`src/rtl/snoop_bus_ctrl_pkg.sv`:
```
// Shared encodings for the snoop-bus controller: coherence op and controller state.
package snoop_bus_ctrl_pkg;

  typedef enum logic [1:0] {OP_RD, OP_WR, OP_INV} snoop_op_t;

  typedef enum logic [2:0] {IDLE, SNOOP, RESP, MEM_WAIT, DONE} snoop_state_t;

  // One core may raise several ops at once; the strongest one is served.
  function automatic snoop_op_t op_resolve(input logic wr, input logic inv);
    if (inv)     return OP_INV;
    else if (wr) return OP_WR;
    else         return OP_RD;
  endfunction

endpackage

```
`src/rtl/snoop_bus_ctrl_rr_arbiter.sv`:
```
// Combinational round-robin pick: first requester after 'last', wrapping around.
module rr_arbiter #(
  parameter int N = 2,
  localparam int IW = (N > 1) ? $clog2(N) : 1
) (
  input  logic [N-1:0]  req,
  input  logic [IW-1:0] last,
  output logic [N-1:0]  gnt
);

  logic found;

  always_comb begin
    gnt   = '0;
    found = 1'b0;
    for (int k = 1; k <= N; k++) begin
      if (!found && req[(int'(last) + k) % N]) begin
        gnt[(int'(last) + k) % N] = 1'b1;
        found = 1'b1;
      end
    end
  end

endmodule

```
`src/rtl/snoop_bus_ctrl.sv`:
```
// Snoop-bus controller: arbitrates per-core coherence requests, broadcasts snoops,
// steers the winner's line source and issues invalidates to stale copies.
module snoop_bus_ctrl
  import snoop_bus_ctrl_pkg::*;
#(
  parameter int NCPU   = 2,
  parameter int ADDR_W = 11,
  parameter int MEM_TO = 64
) (
  input  logic                   clk,
  input  logic                   rst,
  input  logic [NCPU-1:0]        rd_miss,
  input  logic [NCPU-1:0]        wr_miss,
  input  logic [NCPU-1:0]        inv_req,
  input  logic [NCPU*ADDR_W-1:0] req_addr,
  input  logic [NCPU-1:0]        search_found,
  input  logic                   mem_rdy,
  output logic [NCPU-1:0]        grant,
  output logic [NCPU-1:0]        search,
  output logic [ADDR_W-1:0]      bus_addr,
  output logic [NCPU-1:0]        datasel,
  output logic [NCPU-1:0]        inv_out,
  output logic                   mem_re,
  output logic [NCPU-1:0]        done,
  output logic                   err
);

  localparam int IW = $clog2(NCPU);
  localparam int CW = $clog2(MEM_TO + 1);
  localparam logic [CW-1:0] TO_LAST = CW'(MEM_TO - 1);

  snoop_state_t      state_q, state_d;
  snoop_op_t         op_q, op_d, win_op;
  logic [NCPU-1:0]   grant_q, grant_d, core_req, arb_gnt;
  logic [ADDR_W-1:0] addr_q, addr_d, win_addr;
  logic [IW-1:0]     win_q, win_d, win_idx, last_q, last_d;
  logic [CW-1:0]     cnt_q, cnt_d;
  logic              err_q, err_d, hit_q, hit_d, any_hit;

  assign core_req = rd_miss | wr_miss | inv_req;

  rr_arbiter #(.N(NCPU)) u_arb (
    .req  (core_req),
    .last (last_q),
    .gnt  (arb_gnt)
  );

  always_comb begin
    win_idx  = '0;
    win_op   = OP_RD;
    win_addr = '0;
    for (int i = 0; i < NCPU; i++) begin
      if (arb_gnt[i]) begin
        win_idx  = IW'(i);
        win_op   = op_resolve(wr_miss[i], inv_req[i]);
        win_addr = req_addr[i*ADDR_W +: ADDR_W];
      end
    end
  end

  // The winner's own snoop result is meaningless and is masked out.
  assign any_hit = |(search_found & ~grant_q);

  always_comb begin
    state_d = state_q;
    grant_d = grant_q;
    addr_d  = addr_q;
    win_d   = win_q;
    op_d    = op_q;
    last_d  = last_q;
    cnt_d   = cnt_q;
    err_d   = err_q;
    hit_d   = hit_q;
    unique case (state_q)
      IDLE: begin
        if (|core_req) begin
          grant_d = arb_gnt;
          addr_d  = win_addr;
          win_d   = win_idx;
          op_d    = win_op;
          state_d = SNOOP;
        end
      end
      SNOOP: state_d = RESP;
      RESP: begin
        cnt_d = '0;
        if (op_q == OP_INV) begin
          state_d = DONE;
        end else if (any_hit) begin
          hit_d   = 1'b1;
          state_d = DONE;
        end else begin
          state_d = MEM_WAIT;
        end
      end
      MEM_WAIT: begin
        if (mem_rdy) begin
          cnt_d   = '0;
          state_d = DONE;
        end else if (cnt_q == TO_LAST) begin
          cnt_d   = '0;
          err_d   = 1'b1;
          state_d = DONE;
        end else begin
          cnt_d = cnt_q + CW'(1);
        end
      end
      DONE: begin
        last_d  = win_q;
        grant_d = '0;
        addr_d  = '0;
        hit_d   = 1'b0;
        state_d = IDLE;
      end
      default: state_d = IDLE;
    endcase
  end

  always_ff @(posedge clk) begin
    if (rst) begin
      state_q <= IDLE;
      grant_q <= '0;
      addr_q  <= '0;
      last_q  <= IW'(NCPU - 1);
      cnt_q   <= '0;
      err_q   <= 1'b0;
      hit_q   <= 1'b0;
    end else begin
      state_q <= state_d;
      grant_q <= grant_d;
      addr_q  <= addr_d;
      last_q  <= last_d;
      cnt_q   <= cnt_d;
      err_q   <= err_d;
      hit_q   <= hit_d;
    end
  end

  always_ff @(posedge clk) begin
    win_q <= win_d;
    op_q  <= op_d;
  end

  assign grant    = grant_q;
  assign bus_addr = addr_q;
  assign err      = err_q;
  assign search   = (state_q == SNOOP) ? ~grant_q : '0;
  assign inv_out  = (state_q == RESP && op_q != OP_RD) ? ~grant_q : '0;
  assign mem_re   = (state_q == MEM_WAIT);
  assign done     = (state_q == DONE) ? grant_q : '0;
  assign datasel  = ((state_q == RESP && op_q != OP_INV && any_hit) ||
                     (state_q == DONE && hit_q)) ? grant_q : '0;

endmodule

```
`config.mk`:
```
export PLATFORM = sky130hd
export DESIGN_NAME = snoop_bus_ctrl
export DESIGN_NICKNAME = d
export VERILOG_FILES = /design/src/rtl/snoop_bus_ctrl_pkg.sv /design/src/rtl/snoop_bus_ctrl_rr_arbiter.sv /design/src/rtl/snoop_bus_ctrl.sv
export SDC_FILE = /design/constraint.sdc
export NUM_CORES = 1
export LEC_CHECK = 0
export ABC_AREA = 0
export CAP_MARGIN = 20
export CORE_MARGIN = 10
export CORE_UTILIZATION = 39
export DETAILED_ROUTE_END_ITERATION = 7
export PLACE_DENSITY = 0.76
export SYNTH_ARGS = -nofsm -noshare
export SYNTH_HDL_FRONTEND = slang
export SYNTH_HIERARCHICAL = 1
export SYNTH_SLANG_ARGS = --single-unit
```
`constraint.sdc`:
```
create_clock -name clk -period 1.7 [get_ports clk]
set_clock_uncertainty 0.1 [all_clocks]
set_input_delay 0.17 -clock clk [delete_from_list [all_inputs] [get_ports clk]]
set_output_delay 0.17 -clock clk [all_outputs]
set_load 0.01 [all_outputs]
```
# After elaboration in Yosys (flattened, before gate mapping)
# Index checks and enable logic that the tools add are counted.
[classes]
bitwise_logic = 8
mul = 0
div = 0
eq_ne = 11
shift = 0
order_cmp = 4
muxes = 42
addsub = 3
reduce_logical = 21
[op_table]
columns = ["operator", "count"]
rows = [
  ["2-to-1 mux 11 bit", 3],
  ["2-to-1 mux 2 bit", 11],
  ["case mux 11 bit (2 select lines)", 1],
  ["2-to-1 mux 3 bit", 5],
  ["2-to-1 mux 1 bit", 14],
  ["2-to-1 mux 7 bit", 2],
  ["case mux 7 bit (2 select lines)", 1],
  ["case mux 3 bit (4 select lines)", 1],
  ["inequality test 2 bit (second input constant)", 4],
  ["nonzero test 2 bit", 4],
  ["adder 7 x 1 -> 7 bit (second input constant)", 1],
  ["== test 7 x 6 -> 1 bit (second input constant)", 1],
  ["logical AND 1 bit", 7],
  ["== test 3 x 2 -> 1 bit (second input constant)", 2],
  ["< comparator 2 x 3 -> 1 bit (second input constant)", 2],
  ["bitwise OR 2 bit", 3],
  ["AND reduction 2 bit", 3],
  ["AND reduction 3 bit", 2],
  [">= comparator 2 x 1 -> 1 bit (second input constant)", 2],
  ["case mux 2 bit (2 select lines)", 1],
  ["OR reduction 2 bit", 2],
  ["== test 3 x 1 -> 1 bit (second input constant)", 1],
  ["== test 3 bit (second input constant)", 1],
  ["logical NOT 3 bit", 1],
  ["other kinds (11)", 14],
]
[totals]
reg_bits = 29
mem_count = 0
ram_bits = 0
output_inout_bits = 23
in_bits = 33
latchBits = 0
mem_bits_ro = 0

# Depth between registers and ports, before layout
[logic_depth]
depth_word = 13
mapped_depth = 8
ltp_nobuf = 6

# Cells and area by module
# The synthesis kept the hierarchy.
[modules_own_cells]
columns = ["module", "area_each_um2", "n_inst", "cells_each"]
rows = [
  ["snoop_bus_ctrl", 1412.6, 1, 166],
  ["rr_arbiter", 18.8, 1, 3],
]

# Worst setup path before layout
# OpenSTA, ideal clock, no wires.
[synth_timing]
path_type = "input to register"
from = "input inv_req[0]"
to = "register op_q[1] (data pin)"
slack_ns = -0.115
path_buffers = 2
t_arrival_ns = 1.459
required_ns = 1.344
stages = 6
setup_time_ns = 0.256
path_cell_list = "or3_4 a21boi_0 clkbuf_1 nor2b_1 clkbuf_1 a22o_1"
[synth_between]
word_cells_on_any_way = 16
[synth_lines]
columns = ["item", "line_no", "text"]
rows = [
  ["from (decl)", "snoop_bus_ctrl.sv:14", "input logic [NCPU-1:0] inv_req,"],
  ["bitwise OR 2 bit (*)", "snoop_bus_ctrl.sv:40", "assign core_req = rd_miss | wr_miss | inv_req;"],
  ["2-to-1 mux 1 bit (not written as such) (3 in a row)", "snoop_bus_ctrl_rr_arbiter.sv:17", "if (!found && req[(int'(last) + k) % N]) begin"],
  ["2-to-1 mux 1 bit", "snoop_bus_ctrl_rr_arbiter.sv:17", ""],
  ["logical NOT 1 bit", "snoop_bus_ctrl_rr_arbiter.sv:17", ""],
  ["logical AND 1 bit", "snoop_bus_ctrl_rr_arbiter.sv:17", ""],
  ["2-to-1 mux 2 bit (*)", "snoop_bus_ctrl_rr_arbiter.sv:17", ""],
  ["net arb_gnt[1]", "snoop_bus_ctrl.sv:34", "logic [NCPU-1:0] grant_q, grant_d, core_req, arb_gnt;"],
  ["2-to-1 mux 2 bit (*)", "snoop_bus_ctrl.sv:53", "if (arb_gnt[i]) begin"],
  ["net win_op[1]", "snoop_bus_ctrl.sv:33", "snoop_op_t op_q, op_d, win_op;"],
  ["to (signal assigned)", "snoop_bus_ctrl.sv:141", "op_q <= op_d;"],
  ["to (decl)", "snoop_bus_ctrl.sv:33", ""],
]
# Mark *: on every way through the listed nets, which the timed path passes. The rest lies on a longest branch. The select of a mux whose other input is x is not followed.
# A chain may end at the register's enable or synchronous reset.

# Worst setup path in the final report
[layout_timing]
from = "register state_q[1]"
to = "output mem_re"
[layout_between]
elab_chain_cells = 1
[layout_rtl]
columns = ["item", "line_no", "text"]
rows = [
  ["from (decl)", "snoop_bus_ctrl.sv:32", "snoop_state_t state_q, state_d;"],
  ["from (signal assigned)", "snoop_bus_ctrl.sv:129", "state_q <= state_d;"],
  ["== test 3 x 2 -> 1 bit", "snoop_bus_ctrl.sv:149", "assign mem_re = (state_q == MEM_WAIT);"],
  ["to (decl)", "snoop_bus_ctrl.sv:23", "output logic mem_re,"],
]
# No other way between the ends.

==> results.txt <==
VDD IR max -> 0.000675 V
Max FO, Critical Path -> 8
Setup-failing EPs final -> 0
post-synthesis cell type count -> 42
maxcap violations -> 0
Final ANT Viol Nets -> 0
Worst R2R Setup Slack -> 0.10 ns
Layout area overhead -> 74.7%
crit path DAT -> 1.37 ns
Total GRT Usage -> 14.4%
Crit path required time -> 1.43 ns
leakage power -> 1.12 nW
first-pass GRT wire length -> 7370 um
YS warnings -> 6
layout cells sized above 1 -> 29.7%
Power Dens Cells -> 949 nW/um^2
Skew-Pair Late Insertion Delay -> 0.28 ns
PortBufs -> 55
DP Area -> 2240 sq um
Core Footprint -> 3440 sq um
sequential element share of the synthesized area -> 42.7%
DP Wirelength -> 3360 um
grt met1 use -> 14.7%
CTS tree -> yes
hold_buf cts -> 0
EDFF count, synth -> 3
critical path class -> register to output pin
Synth Instances -> 169
Filler cells -> 262
Pre-antenna DRT Iters -> 4
CTS Root Cell -> clkbuf_8
r2r endpoint -> bus_addr[9]$_SDFFE_PP0P_
Main synth FF type -> dfxtp_1
drt wl/cell -> 15.7 um
final hold vios -> 0
GRT overflow -> 0
status -> finished clean
depth of the CTS H-tree -> 2
Net Count, Synth -> 203
total CTS buffers -> 5
via count -> 1571
global placer's final weighted congestion -> 0.794
post-DR vias/cell -> 5.15
Sink Count -> 29
slew of the pin with the lowest slew margin -> 0.387 ns
cell taking the most area after synthesis -> dfxtp_1
pins over their slew limit -> 0
r2r startpoint -> last_q$_SDFFE_PP1P_
Worst setup SP type -> register
Setup TNS Final -> 0 ns
most numerous cell in the Yosys netlist -> dfxtp_1
Die Ht -> 80.6 um
largest net degree at the start of global routing -> 12
Mapped Avg Cell Area -> 8.47 sq um
clk buf depth -> 2
crit end category -> output pin
DIE WIDTH -> 80.6 um
initial antenna violation count -> 0
achievable frequency -> 0.609 GHz
diode count -> 0
Initial DRC Count -> 75
grt peak-use layer -> met2
most common library cells after synthesis -> 26 x dfxtp_1, 24 x nor2_1, 18 x nand2_1
die area -> 6490 sq um
NumNets Final -> 292
DRC errors left -> 0
Rel. slew slack -> 74.1%
origin of the worst setup path -> state_q[1]$_SDFFE_PP0P_
Ports -> 56
Post-synth ARST share -> 0%
R2R cell count -> 7
Initial Util -> 41.6%
crit path time final -> 1.64 ns
met3 usage -> 6.79%
Seq cells post-synth -> 29
met2 GRT Util -> 24.6%
post-layout instance area -> 2500 sq um
min-delay worst type -> input pin to register
Area contributors post-synth -> dfxtp_1 36%, edfxtp_1 6.3%, nor2_1 6.3%
Critical Path Sink -> mem_re
vias in the first global route -> 1594
RSZ-0062 raised after global routing -> yes
netlist area before placement -> 1430 sq um
drt total wl -> 4800 um
CTS clk-pin slew, worst paths -> 0.06 ns
area share of the largest cell type after synthesis -> 36.4%
num rows -> 21
fin crit share -> 96.6%
## cell usage in the layout (no fill, tap or decap), drive strengths merged, types with 4 or more instances in the layout
cell type / instances
a21oi: 13
a22o: 9
buf: 41
clkbuf: 9
clkdlybuf4s50: 40
dfxtp: 26
dlymetal6s2s: 6
nand2: 18
nand3: 10
nor2: 24
nor2b: 5
o21ai: 4
xor2: 4
## what timing repair did
item,in CTS,in global routing
resized for setup,26,37
gates cloned,0,1
setup buffers,2,3
endpoints found under the setup margin,20,26
pin swaps,5,11
## cell families (layout without fill, tap and decap cells)
group,after synthesis,after routing,synth area share [%]
xor gates and xnor gates,5,5,3.06
AOI/OAI and AO/OA,42,42,21.2
DFF,29,29,42.7
adders and majority gates,1,1,0.874
buffers and inverters,14,104,4.46
and+or+nand+nor,78,78,27.7
## layer usage
layer  wire length (um)  up-vias
met5                  0        -
met4                 88        0
met3                429        9
met2               2370       47
met1               1900      730
li1                   -      785
## metrics by stage
stage | power (mW) | utilization (%) | hold WS (ns) | setup WS [ns] | cells
after CTS | 2.29 | 69.2 | 0.365 | -0.00547 | 301
after floorplan | 1.22 | - | 0.253 | 0.0239 | 169
after detailed placement | 1.63 | 65.1 | 0.361 | -0.385 | 291
after global placement | 1.62 | 65.1 | 0.338 | -0.328 | 291
final | 2.37 | 72.7 | 0.237 | 0.0570 | 305
after global routing | 2.50 | 72.7 | 0.241 | -0.0101 | 305
## flip-flops by register name, summed over array words and instances, names as in the netlist
| signal | count |
|---|---|
| hit_q | 1 |
| last_q | 1 |
| state_q | 3 |
| grant | 2 |
| op_q | 2 |
| err | 1 |
| cnt_q | 7 |
| bus_addr | 11 |
| win_q | 1 |
## layout make-up
class	instances	area (sq um)	area share [%]
inverter	3	13.8	0.550
clock buffer	7	96.3	3.85
timing repair buffer	93	857	34.3
tap	46	57.6	2.30
clock inverter	1	5.00	0.200
sequential	29	613	24.5
multi-input combinational	126	858	34.3
## report_power, final
group / internal [mW] / switching [mW]
combinational: 0.484 / 0.422
sequential: 0.785 / 0.0517
clock: 0.365 / 0.265
## worst max-delay path, stage by stage, from the launching register on
cell and delay (ns):
dfxtp_2 0.35, nor2b_2 0.18, buf_4 0.18, and2_1 0.12
dlygate4sd2_1 0.26
## how the worst min path moves through the flow
stage,start,end,cells after the start
6_report,wr_miss[1],op_q[0]$_DFFE_PP_,3
5_1_grt,wr_miss[1],op_q[0]$_DFFE_PP_,3
4_1_cts,win_q$_DFFE_PP_,last_q$_SDFFE_PP1P_,2
3_5_place_dp,win_q$_DFFE_PP_,last_q$_SDFFE_PP1P_,2
3_3_place_gp,win_q$_DFFE_PP_,last_q$_SDFFE_PP1P_,2
2_1_floorplan,rst,state_q[0]$_SDFFE_PP0P_,2
Power figures use the tool's default switching activity.
